`src/rtl/phase_oscillator.sv`:
```
`default_nettype none
// +----------------------------------------------------------------------+
// | phase_oscillator: square-wave oscillator with boundary-applied phase |
// | Revision: 1.0                                                        |
// +----------------------------------------------------------------------+
module phase_oscillator #(
  parameter int PW       = 4,
  parameter int STABLE_N = 4
) (
  input  logic          sclk,
  input  logic          re_n,
  input  logic          en,
  input  logic          init_ld,
  input  logic          phase_vld,
  input  logic [PW-1:0] phase_in,
  output logic          nout,
  output logic [PW-1:0] phi_out,
  output logic          period_tick,
  output logic          stable
);

  localparam int            C_SW       = $clog2(STABLE_N + 1);
  localparam logic [PW-1:0] C_CNT_MAX  = {PW{1'b1}};
  localparam logic [C_SW-1:0] C_STAB_MAX = C_SW'(STABLE_N);

  logic [PW-1:0]   r_cnt;
  logic [PW-1:0]   r_phase_reg;
  logic [PW-1:0]   r_pend_reg;
  logic            r_pend_flag;
  logic [C_SW-1:0] r_stab_cnt;
  logic            r_nout;
  logic            r_tick;
  logic            r_stable;

  logic [PW-1:0]   w_diff;
  logic            w_boundary;
  logic [PW-1:0]   w_applied;
  logic [C_SW-1:0] w_stab_inc;

  // (cnt - phase) mod 2^PW below half a period <=> its MSB is clear
  assign w_diff     = r_cnt - r_phase_reg;
  assign w_boundary = en && (r_cnt == C_CNT_MAX);
  // A strobe landing on the boundary wins over an older pending value
  assign w_applied  = phase_vld   ? phase_in   :
                      r_pend_flag ? r_pend_reg : r_phase_reg;
  assign w_stab_inc = (r_stab_cnt == C_STAB_MAX) ? r_stab_cnt : r_stab_cnt + 1'b1;

  always_ff @(posedge sclk or negedge re_n) begin
    if (!re_n) begin
      r_cnt       <= '0;
      r_phase_reg <= '0;
      r_pend_reg  <= '0;
      r_pend_flag <= 1'b0;
      r_stab_cnt  <= '0;
      r_nout      <= 1'b0;
      r_tick      <= 1'b0;
      r_stable    <= 1'b0;
    end else begin
      r_tick <= 1'b0;
      if (en) r_nout <= ~w_diff[PW-1];
      if (init_ld) begin
        r_phase_reg <= phase_in;
        r_cnt       <= '0;
        r_pend_flag <= 1'b0;
        r_stab_cnt  <= '0;
        r_stable    <= 1'b0;
        r_tick      <= 1'b1;
      end else begin
        if (en) r_cnt <= r_cnt + 1'b1;
        if (w_boundary) begin
          r_tick      <= 1'b1;
          r_phase_reg <= w_applied;
          r_pend_flag <= 1'b0;
          if (w_applied != r_phase_reg) begin
            r_stab_cnt <= '0;
            r_stable   <= 1'b0;
          end else begin
            r_stab_cnt <= w_stab_inc;
            r_stable   <= (w_stab_inc == C_STAB_MAX);
          end
        end else if (phase_vld) begin
          r_pend_reg  <= phase_in;
          r_pend_flag <= 1'b1;
        end
      end
    end
  end

  assign nout        = r_nout;
  assign phi_out     = r_phase_reg;
  assign period_tick = r_tick;
  assign stable      = r_stable;

endmodule
`default_nettype wire

```
`config.mk`:
```
export PLATFORM = sky130hd
export DESIGN_NAME = phase_oscillator
export DESIGN_NICKNAME = d
export VERILOG_FILES = /design/src/rtl/phase_oscillator.sv
export SDC_FILE = /design/constraint.sdc
export NUM_CORES = 1
export LEC_CHECK = 0
export CAP_MARGIN = 15
export CORE_MARGIN = 2
export CORE_UTILIZATION = 40
export CTS_CLUSTER_DIAMETER = 80
export DETAILED_ROUTE_END_ITERATION = 8
export PLACE_DENSITY_LB_ADDON = 0.25
export SETUP_SLACK_MARGIN = 0.15
export SYNTH_ARGS = -nofsm -noshare
export SYNTH_HDL_FRONTEND = slang
export SYNTH_SLANG_ARGS = --single-unit
```
`constraint.sdc`:
```
create_clock -name sclk -period 4.7 [get_ports sclk]
set_input_delay 1.175 -clock sclk [delete_from_list [all_inputs] [get_ports sclk]]
set_output_delay 1.175 -clock sclk [all_outputs]
set_load 0.02 [all_outputs]
```
**After elaboration in Yosys (flattened, before gate mapping)**

Cells that the tools add are included.

- Register bits: 19
- Input port bits: 9
- Logic and storage cells: 41

- Add/sub/neg operators: 3
- Equality and inequality tests: 4
- Muxes and demuxes: 18
- Bitwise gates (word level): 3
- Reductions and logical operators: 5

Operator list:

| kind | number |
|---|---|
| $mux W4 | 6 |
| $mux W3 | 4 |
| $mux W1 | 8 |
| $eq A3 B3 Y1 const B | 2 |
| $add A4 B1 Y4 const B | 1 |
| $eq A4 B4 Y1 const B | 1 |
| $ne A4 B4 Y1 | 1 |
| $reduce_bool A2 Y1 | 2 |
| $sub A4 B4 Y4 | 1 |
| $add A3 B1 Y3 const B | 1 |
| $not A1 Y1 | 3 |
| $reduce_and A3 Y1 | 1 |
| $reduce_bool A3 Y1 | 1 |
| $logic_and A1 B1 Y1 | 1 |

**Logic depth before layout (Yosys ltp)**

Gate-level depths: netlist (run 1).

- Word-level depth: 6
- Gate-level depth with buffers: 7
- Depth with buffers taken out: 7

**Worst setup path after synthesis (run 1)**

No wires, ideal clock.

- Kind: input-to-reg
- Start: input en
- End: register r_pend_reg[0]
- Setup time: 0.125 ns
- Arrival time: 2.135 ns
- Data required time: 4.575 ns
- Setup slack: 2.441 ns
- Stages on the path: 6
- Path buffers: 1
- Cell sequence: buf_2 -> nand2_1 -> nor2_1 -> nor2_1 -> nand2_1 -> mux2_2

- Cells in the longest elaborated chain, start to end: 3

Ends and longest elaborated chain:

| item | line | RTL |
|---|---|---|
| from (decl) | 12 | `input logic en,` |
| $logic_and A1 B1 Y1 | 42 | `assign w_boundary = en && (r_cnt == C_CNT_MAX);` |
| $not A1 Y1 (no source line) | -- |  |
| $reduce_and A3 Y1 (no source line) | -- |  |
| to (signal assigned) | 82 | `r_pend_reg <= phase_in;` |
| to (decl) | 28 | `logic [PW-1:0] r_pend_reg;` |

No other way between the ends.
A chain may end at the register's enable or synchronous reset.

**Worst setup path in the final report (run 1)**

- Start: input en
- End: register r_pend_reg[2]

Same word-level chain as after synthesis.

==> results of run 1 <==
-- power by group --
group | switching, mW | total [mW] | internal, mW
logic | 0.0374 | 0.0785 | 0.0410
registers | 0.0153 | 0.191 | 0.176
clock network | 0.0506 | 0.0836 | 0.0330
-- Yosys cell counts, drive strengths merged, types with 2 or more instances --
master | number | area (sq um)
clkbuf | 2 | 8.750
mux2 | 6 | 67.56
a21o | 2 | 15.01
o21ai | 9 | 48.80
a22oi | 4 | 30.03
nand2 | 13 | 48.80
nand4 | 2 | 12.51
dfrtp | 19 | 475.5
xor2 | 9 | 78.83
a21oi | 3 | 15.01
inv | 6 | 22.52
nor2 | 10 | 37.54
nor3 | 2 | 10.01
ha | 5 | 62.56
xnor2 | 4 | 35.03
o2111ai | 2 | 17.52
-- critical path, delay by kind of cell --
family | cells | cell delay (ns)
multiplexers | 1 | 0.35
buffers and inverters | 1 | 0.62
AND/OR/NAND/NOR | 4 | 0.67
-- cell type report --
type                            instances  area share (%)
Tap cell                               30           2.930
Timing Repair Buffer                   15           11.72
Multi-Input combinational cell         81           44.43
Sequential cell                        19           37.11
Clock buffer                            4           2.051
Inverter                                6           1.758
-- kinds of logic (layout without fill, tap and decap cells) --
| family | count (synthesis) | in the layout | synth area share [%] |
|---|---|---|---|
| XOR/XNOR | 13 | 13 | 10.53 |
| AND/OR/NAND/NOR | 30 | 30 | 12.04 |
| buffers and inverters | 9 | 25 | 3.355 |
| flip-flops | 19 | 19 | 43.98 |
| adder cells (fa/ha/maj) | 5 | 5 | 5.787 |
| multiplexers | 7 | 7 | 7.176 |
| AO/OA/AOI/OAI | 26 | 26 | 17.13 |
-- worst paths after layout --
kind	from	to	slack [ns]	cells past startpoint
worst min register to register	stable$_DFFE_PN0N_	stable$_DFFE_PN0N_	0.50	2
min in group asynchronous	re_n	r_cnt[3]$_DFFE_PN0P_	1.36	1
worst max register to register	phi_out[0]$_DFFE_PN0N_	r_stab_cnt[1]$_DFFE_PN0N_	2.99	5
worst max-delay path	en	r_pend_reg[2]$_DFFE_PN0P_	2.06	6
max in group asynchronous	re_n	r_stab_cnt[1]$_DFFE_PN0N_	2.81	1
worst min-delay path	stable$_DFFE_PN0N_	stable$_DFFE_PN0N_	0.50	2
-- routing by layer --
layer  track usage, %  vias up  wire length (um)
met5                0        -                 0
met4            6.122        0                15
met3            2.791        2                71
met2            21.18       11               908
met1            22.95      393              1079
li1                 -      415                 -
==> key figures, run 1 <==
Place
  • Placed insts: 151
  • Port bufs: 15
  • Pre-CTS setup slack: 1.735 ns
  • Hpwl dp: 1537 um
  • Global placement routability congestion: 0.8332
  • DP Area: 0.001255 sq mm

Final layout
  • Final nets: 140
  • Most frequent cells in the layout: dfrtp_1, clkdlybuf4s50_1, nand2_1
  • Fraction of layout cells with a size suffix above 1: 10.40%
  • Antenna cell count: 0
  • Most common cell after layout, fill and taps aside: dfrtp_1
  • Reg area: 475.5 sq um
  • Final Cell Area: 0.001281 sq mm
  • Area delta synth->final: 18.52%
  • Multi-input logic area: 569.3 sq um
  • Non-Filler Instances: 155
  • Final core utilization: 50.79%
  • Fill count: 252

Timing
  • Fin worst setup slack: 2.062 ns
  • Final setup viols: 0
  • Worst Skew: 0.003860 ns
  • Worst-margin pin slew: 0.8628 ns
  • Final min period: 2.638 ns
  • RSZ-0062 raised after global routing: no
  • Max-Slew Margin vs Limit: 42.30%
  • Fin. Hold Viols: 0
  • Max Slew Vio Count: 0
  • F_max: 379.1 MHz
  • Worst hold slack: 0.4956 ns
  • Total negative setup slack: 0 ns
  • Final worst path period share: 56.13%

Synthesis
  • Seq/Total Area, Yosys: 43.98%
  • Cells after Synth: 109
  • Net Count, Synth: 123
  • EDFF count, synth: 0
  • Avg Inst Size Synth: 9.918 sq um
  • Post-synth cell types: 29
  • Mapped Area: 0.001081 sq mm
  • YS warnings: 0
  • Post-synth top flop: dfrtp_1
  • Asr flop ratio synth: 100.0%
  • Seq cells post-synth: 19

CTS
  • Clock Path Buffers: 2
  • Worst-path clk slew: 0.11 ns
  • CTS Buf Count: 3
  • CTS Hold Buffers Added: 0
  • Clock sink count: 19
  • Setup bufs post-CTS: 0
  • Cts repair resizes: 0
  • CTS tree: yes
  • Clock Latency Late Sink: 0.29 ns
  • H-tree depth: 1
  • Root buf cell: clkbuf_4

Route
  • Drt drc: 0
  • Routed WL: 2075 um
  • Via count: 821
  • Vias per cell: 5.297
  • Routed Antenna Nets: 0
  • DR WL/cell: 13.39 um
  • DR pass1 iterations: 4
  • Drt initial violations: 19

Job
  • MaxCap Viol Count: 0

Floorplanning
  • Die ar.: 0.003134 sq mm
  • Chip Width: 55.99 um
  • IO Pins: 16
  • FP Rows: 18
  • Die height: 55.99 um
  • Core box area: 0.002522 sq mm
  • Initial Util: 42.86%

Global route
  • Overall Global Routing Usage: 15.20%
  • Pin count of the biggest net entering global routing: 20
  • Antenna violations before repair: 0
  • Grt total ovfl: 0
  • First-pass GRT wire length: 3829 um
  • Vias in the first global route: 828

Worst setup path
  • Crit Path Category: in -> reg
  • Worst Path Arrival: 2.83 ns
  • Crit end category: register
  • Maximum fanout along the worst path: 7
  • Worst path slowest cell: clkdlybuf4s50_1
  • Slowest cell delay on critical path: 0.62 ns
  • Crit path launch type: primary input
  • CP required: 4.89 ns
  • Critical Path, Cell by Cell: clkdlybuf4s50_1 -> nand2_1 -> nor2_1 -> nor2_1 -> nand2_1 -> mux2_2

Pwr
  • VDD IR-drop max: 0.1391 mV
  • Total design power: 0.3536 mW
  • Leakage power: 0.5611 nW
  • Pwr dens: 276.0 mW/mm^2

Min path
  • Worst min path class: reg -> reg

Run status
  • Status: finished, final reports clean
Power figures use the tool's default switching activity.
==> inputs of run 2 (changes only) <==
- clock period: 4.7 -> 2.65 ns (I/O delays scaled with it)
==> run 2 against run 1 <==
Effect of this change:
- cell count grew 1.9%
- non-clock buffer count grew 3
- utilization grew 0.89 points
- critical path depth shrank 5
- setup slack lost 1.5 ns
- worst hold slack gained 0.0013 ns
- die area is the same
- clock skew shrank 0.0017 ns
- critical path type is now reg -> out
- largest cell class unchanged
==> key figures, run 2 (synthesized netlist as in run 1, its figures left out) <==
Global route
  • Antenna violations before repair: 0 (unchanged)
  • Grt total ovfl: 0 (unchanged)
  • Vias in the first global route: 898 (+8.5%)
  • First-pass GRT wire length: 3995 um (+4.3%)
  • Pin count of the biggest net entering global routing: 20 (unchanged)
  • Overall Global Routing Usage: 15.93% (+0.73 points)

Worst setup path
  • Crit Path Category: reg -> out
  • CP required: 1.99 ns (-2.90 ns)
  • Maximum fanout along the worst path: 6 (-1)
  • R2R depth: 5 (unchanged)
  • CP bufs+invs: 1 (unchanged)
  • Crit path launch type: register
  • Slowest cell delay on critical path: 0.65 ns (+0.03 ns)
  • Setup slack, reg-to-reg: 0.91 ns (-2.08 ns)
  • R2r endpoint: r_stab_cnt[1]$_DFFE_PN0N_
  • CP Capture Point: phi_out[3]
  • Critical Path Start: phi_out[3]$_DFFE_PN0N_
  • WP depth: 1 (-5)
  • Critical Path, Cell by Cell: clkdlybuf4s50_1
  • Worst Path Arrival: 1.46 ns (-1.37 ns)
  • Reg-to-reg critical path startpoint: phi_out[0]$_DFFE_PN0N_
  • Worst path slowest cell: clkdlybuf4s50_1
  • Crit end category: output port
  • Crit-path leading delay family: buffers and inverters

Timing
  • Final min period: 2.118 ns
  • F_max: 472.2 MHz
  • Max Slew Vio Count: 0 (unchanged)
  • Final setup viols: 0 (unchanged)
  • Max-Slew Margin vs Limit: 73.35% (+31 points)
  • Worst-margin pin slew: 0.3985 ns (-0.4643 ns)
  • RSZ-0062 raised after global routing: no
  • Worst Skew: 0.002138 ns (-0.001722 ns)
  • Total negative setup slack: 0 ns (unchanged)
  • Fin. Hold Viols: 0 (unchanged)
  • Final worst path period share: 79.92%

Floorplanning
  • Core box area: 0.002522 sq mm (unchanged)
  • Die ar.: 0.003134 sq mm (unchanged)
  • Die height: 55.99 um (unchanged)
  • Initial Util: 42.86% (unchanged)
  • FP Rows: 18 (unchanged)
  • Chip Width: 55.99 um (unchanged)
  • IO Pins: 16 (unchanged)

Route
  • DR pass1 iterations: 4 (unchanged)
  • Routed WL: 2210 um (+6.5%)
  • Drt drc: 0 (unchanged)
  • Drt initial violations: 13 (-6)
  • Routed Antenna Nets: 0 (unchanged)
  • Vias per cell: 5.253 (-0.82%)
  • Via count: 830 (+1.1%)
  • DR WL/cell: 13.99 um (+4.5%)

Pwr
  • VDD IR-drop max: 0.3067 mV (+120%)
  • Leakage power: 0.5755 nW (+2.6%)
  • Pwr dens: 486.2 mW/mm^2 (+76%)

CTS
  • H-tree depth: 1 (unchanged)
  • Worst-path clk slew: 0.11 ns (about the same)
  • CTS Buf Count: 3 (unchanged)
  • Clock Path Buffers: 2 (unchanged)
  • Clock sink count: 19 (unchanged)
  • Setup bufs post-CTS: 0 (unchanged)
  • Cts repair resizes: 0 (unchanged)
  • Root buf cell: clkbuf_4
  • Clock Latency Late Sink: 0.29 ns (about the same)
  • CTS Hold Buffers Added: 0 (unchanged)
  • CTS tree: yes

Place
  • Hpwl dp: 1627 um (+5.9%)
  • DP Area: 0.001277 sq mm (+1.8%)
  • Port bufs: 15 (unchanged)
  • Global placement routability congestion: 0.7745 (-7.0%)

Run status
  • Status: finished, final reports clean

Final layout
  • Final Cell Area: 0.001304 sq mm (+1.8%)
  • Most common cell after layout, fill and taps aside: dfrtp_1
  • Final nets: 143 (+2.1%)
  • Most frequent cells in the layout: dfrtp_1, clkdlybuf4s50_1, nand2_1
  • Area delta synth->final: 20.60%
  • Antenna cell count: 0 (unchanged)
  • Fraction of layout cells with a size suffix above 1: 12.50% (+2.1 points)

Min path
  • Worst min path class: reg -> reg

Job
  • MaxCap Viol Count: 0 (unchanged)
-- run 2: layout make-up --
| class | instances | area, sq um |
|---|---|---|
| Multi-Input combinational cell | 81 | 569.3 |
| Timing Repair Buffer | 18 | 172.7 |
| Sequential cell | 19 | 475.5 |
| Clock buffer | 4 | 26.28 |
| Inverter | 6 | 22.52 |
| Tap cell | 30 | 37.54 |
| Fill cell | 239 | 1219 |
-- run 2: power breakdown --
group | switching, mW | total [mW] | leakage, nW | internal [mW]
clock network | 0.0912 | 0.150 | 0.0150 | 0.0586
logic | 0.0678 | 0.143 | 0.319 | 0.0756
registers | 0.0281 | 0.341 | 0.241 | 0.312
-- run 2: through the flow --
stage | utilization [%] | cells | hold slack, ns | power [mW] | setup WS, ns
floorplan | - | 109 | 0.3669 | 0.4279 | 0.9032
global placement | 50.64 | 154 | 0.4638 | 0.4854 | 0.3783
detailed placement | 50.64 | 154 | 0.4758 | 0.4886 | 0.3125
CTS | 51.69 | 158 | 0.5008 | 0.6392 | 0.5084
global route | 51.69 | 158 | 0.5100 | 0.6693 | 0.4637
finish | 51.69 | 158 | 0.4969 | 0.6338 | 0.5321
-- run 2: layer usage --
layer / vias to the layer above / track usage [%] / part of all wire, % / wire [um]
met4: 0 / 4.422 / 0.59 / 13
met2: 13 / 25.21 / 47 / 1030
met5: - / 0 / 0 / 0
met3: 2 / 4.884 / 3.5 / 77
met1: 397 / 21.05 / 49 / 1088
li1: 418 / - / - / -
-- run 2: worst min path at each step --
stage	startpoint	end	slack [ns]	cells past startpoint
2_1_floorplan	re_n	nout$_DFFE_PN0P_	0.37	0
3_3_place_gp	stable$_DFFE_PN0N_	stable$_DFFE_PN0N_	0.46	2
3_5_place_dp	stable$_DFFE_PN0N_	stable$_DFFE_PN0N_	0.48	2
4_1_cts	stable$_DFFE_PN0N_	stable$_DFFE_PN0N_	0.50	2
5_1_grt	stable$_DFFE_PN0N_	stable$_DFFE_PN0N_	0.51	2
6_report	stable$_DFFE_PN0N_	stable$_DFFE_PN0N_	0.50	2
-- run 2: worst reg2reg max path: stages (launching register included) --
cell       delay (ns)
dfrtp_1          0.46
xor2_1           0.20
o41ai_2          0.41
o2111ai_1        0.26
o21ai_2          0.20
a22o_2           0.17
==> inputs of run 3 (changes only) <==
- clock period: 2.65 -> 2.05 ns (I/O delays scaled with it)
==> run 3 against run 2 <==
Effect of this change:
- via count up 6.4%
- die area unchanged
- sequential share of layout area down 2.2 points
- combinational power up 34%
- global-route usage up 0.66 points
- first-iteration DRC count up 15%
- critical path depth up 5
- setup slack worse by 0.31 ns
- register-to-register slack worse by 0.62 ns
- wire length up 5.6%
- largest power group unchanged
==> key figures, run 3 (synthesized netlist as in run 1, its figures left out) <==
Pwr
  • Sequential cell fraction of total power: 53.1% (-0.6 points)
  • Switching Share: 30.28% (+0.75 points)
  • Clock network power share: 23.8% (+0.2 points)
  • Pwr dens: 596.1 mW/mm^2 (+23%)
  • Internal power: 0.5777 mW (+29%)
  • Total design power: 0.8286 mW (+31%)
  • Comb pwr share: 23.1% (+0.5 points)
  • Leakage power: 0.6574 nW (+14%)
  • VDD IR-drop max: 0.3514 mV (+15%)
  • NetSw: 0.2509 mW (+34%)

Worst setup path
  • Critical Path, Cell by Cell: clkdlybuf4s50_1 -> xor2_1 -> o41ai_2 -> o2111ai_2 -> o21ai_2 -> a22o_2
  • Slowest cell delay on critical path: 0.43 ns (-0.22 ns)
  • CP bufs+invs: 1 (unchanged)
  • Worst Path Arrival: 2.08 ns (+0.62 ns)
  • Reg-to-reg critical path startpoint: phi_out[1]$_DFFE_PN0N_
  • WP depth: 6 (+5)
  • Crit path launch type: primary input
  • R2R depth: 5 (unchanged)
  • Maximum fanout along the worst path: 3 (-3)
  • Crit end category: register
  • Crit-path leading delay family: compound AO/OA/AOI/OAI gates
  • Worst path slowest cell: clkdlybuf4s50_1
  • Crit Path Category: in -> reg
  • Setup slack, reg-to-reg: 0.29 ns (-0.62 ns)
  • R2r endpoint: r_stab_cnt[1]$_DFFE_PN0N_
  • CP required: 2.30 ns (+0.31 ns)

Run status
  • Status: finished, final reports clean

Timing
  • Final worst path period share: 89.11%
  • Fin. Hold Viols: 0 (unchanged)
  • F_max: 547.4 MHz
  • Worst Skew: 0.006984 ns (+0.004846 ns)
  • Final setup viols: 0 (unchanged)
  • Final min period: 1.827 ns
  • RSZ-0062 raised after global routing: no
  • Worst-margin pin slew: 0.3551 ns (-0.04345 ns)
  • Worst hold slack: 0.5021 ns (+0.005143 ns)
  • Max-Slew Margin vs Limit: 76.07% (+2.7 points)
  • Max Slew Vio Count: 0 (unchanged)

Route
  • Drt initial violations: 15 (+2)
  • Routed Antenna Nets: 0 (unchanged)
  • Routed WL: 2333 um (+5.6%)
  • Via count: 883 (+6.4%)
  • DR pass1 iterations: 4 (unchanged)
  • Vias per cell: 5.287 (+0.65%)
  • DR WL/cell: 13.97 um (-0.12%)
  • Drt drc: 0 (unchanged)

Final layout
  • Final nets: 152 (+6.3%)
  • Antenna cell count: 0 (unchanged)
  • Multi-input logic area: 581.8 sq um (+2.2%)
  • Fill count: 224 (-6.3%)
  • Most common cell after layout, fill and taps aside: dfrtp_1
  • Area delta synth->final: 28.59%
  • Fraction of layout cells with a size suffix above 1: 21.17% (+8.7 points)
  • Non-Filler Instances: 167 (+5.7%)
  • Most frequent cells in the layout: dfrtp_1, nand2_1, buf_4
  • Reg area: 476.7 sq um (+0.26%)

Place
  • Hpwl dp: 1708 um (+5.0%)
  • Placed insts: 163 (+5.8%)
  • Port bufs: 15 (unchanged)
  • Global placement routability congestion: 0.7634 (-1.4%)

CTS
  • Clock sink count: 19 (unchanged)
  • Clock Latency Late Sink: 0.31 ns (+0.02 ns)
  • CTS Hold Buffers Added: 0 (unchanged)
  • Root buf cell: clkbuf_4
  • CTS tree: yes
  • CTS Buf Count: 3 (unchanged)
  • Worst-path clk slew: 0.11 ns (about the same)
  • Setup bufs post-CTS: 0 (unchanged)
  • H-tree depth: 1 (unchanged)
  • Clock Path Buffers: 2 (unchanged)

Floorplanning
  • IO Pins: 16 (unchanged)
  • Chip Width: 55.99 um (unchanged)
  • Initial Util: 42.86% (unchanged)
  • Die height: 55.99 um (unchanged)
  • FP Rows: 18 (unchanged)
  • Core box area: 0.002522 sq mm (unchanged)
  • Die ar.: 0.003134 sq mm (unchanged)

Global route
  • Antenna violations before repair: 0 (unchanged)
  • First-pass GRT wire length: 4105 um (+2.8%)
  • Pin count of the biggest net entering global routing: 20 (unchanged)
  • Overall Global Routing Usage: 16.59% (+0.66 points)
  • Grt total ovfl: 0 (unchanged)
  • Vias in the first global route: 913 (+1.7%)

Min path
  • WHS Path Cells: 2 (unchanged)
  • Hold Path Origin: stable$_DFFE_PN0N_
  • Worst min path class: reg -> reg
  • Hold endpoint: stable$_DFFE_PN0N_

Job
  • MaxCap Viol Count: 0 (unchanged)
run 3: worst max path at each step:
| stage | startpoint | endpoint |
|---|---|---|
| 2_1_floorplan | phi_out[0]$_DFFE_PN0N_ | r_stab_cnt[1]$_DFFE_PN0N_ |
| 3_3_place_gp | phase_in[0] | r_stab_cnt[1]$_DFFE_PN0N_ |
| 3_5_place_dp | phase_in[0] | r_stab_cnt[1]$_DFFE_PN0N_ |
| 4_1_cts | phi_out[3]$_DFFE_PN0N_ | phi_out[3] |
| 5_1_grt | phase_in[3] | r_stab_cnt[1]$_DFFE_PN0N_ |
| 6_report | phase_in[3] | r_stab_cnt[1]$_DFFE_PN0N_ |
run 3: per-layer routing:
metal,global-route usage (%),share of wire (%)
met1,23.38,48
met4,7.143,1.2
met3,2.558,4.5
met2,25.21,47
met5,0,0
run 3: cell type report:
cell class | count | share of cell area [%]
multi-input cells | 81 | 41.85
flip-flops and latches | 19 | 34.29
repair buffers | 27 | 17.55
well taps | 30 | 2.700
clock buffers | 3 | 1.620
inverters | 6 | 1.620
clock inverters | 1 | 0.3600
run 3: through the flow:
step / utilization [%] / TNS, ns / setup slack [ns] / cell area, sq um
after detailed placement: 53.32 / -0.2412 / -0.1093 / 1345
after global routing: 55.11 / 0 / 0.1636 / 1390
after global placement: 53.32 / -0.06907 / -0.04312 / 1345
after CTS: 54.32 / 0 / 0.1265 / 1370
after floorplan: - / 0 / 0.4375 / 1081
final: 55.11 / 0 / 0.2232 / 1390
run 3: power by group through the flow:
stage | Clock (mW) | Combinational (mW) | Sequential (mW)
finish | 0.197 | 0.192 | 0.440
global route | 0.226 | 0.210 | 0.446
floorplan | 0 | 0.101 | 0.452
CTS | 0.205 | 0.192 | 0.439
detailed placement | 0 | 0.194 | 0.447
global placement | 0 | 0.191 | 0.446
run 3: repair_timing:
action                                  CTS  global route
endpoints found under the hold margin     0             0
pin swaps                                 0             3
endpoints found under the setup margin    4             3
gates resized for setup                   4             5
run 3: worst min-delay path: cells and delay by family (launching register included):
family / cells / cell delay [ns]
compound gates: 1 / 0.06
simple gates: 1 / 0.05
flops: 1 / 0.36
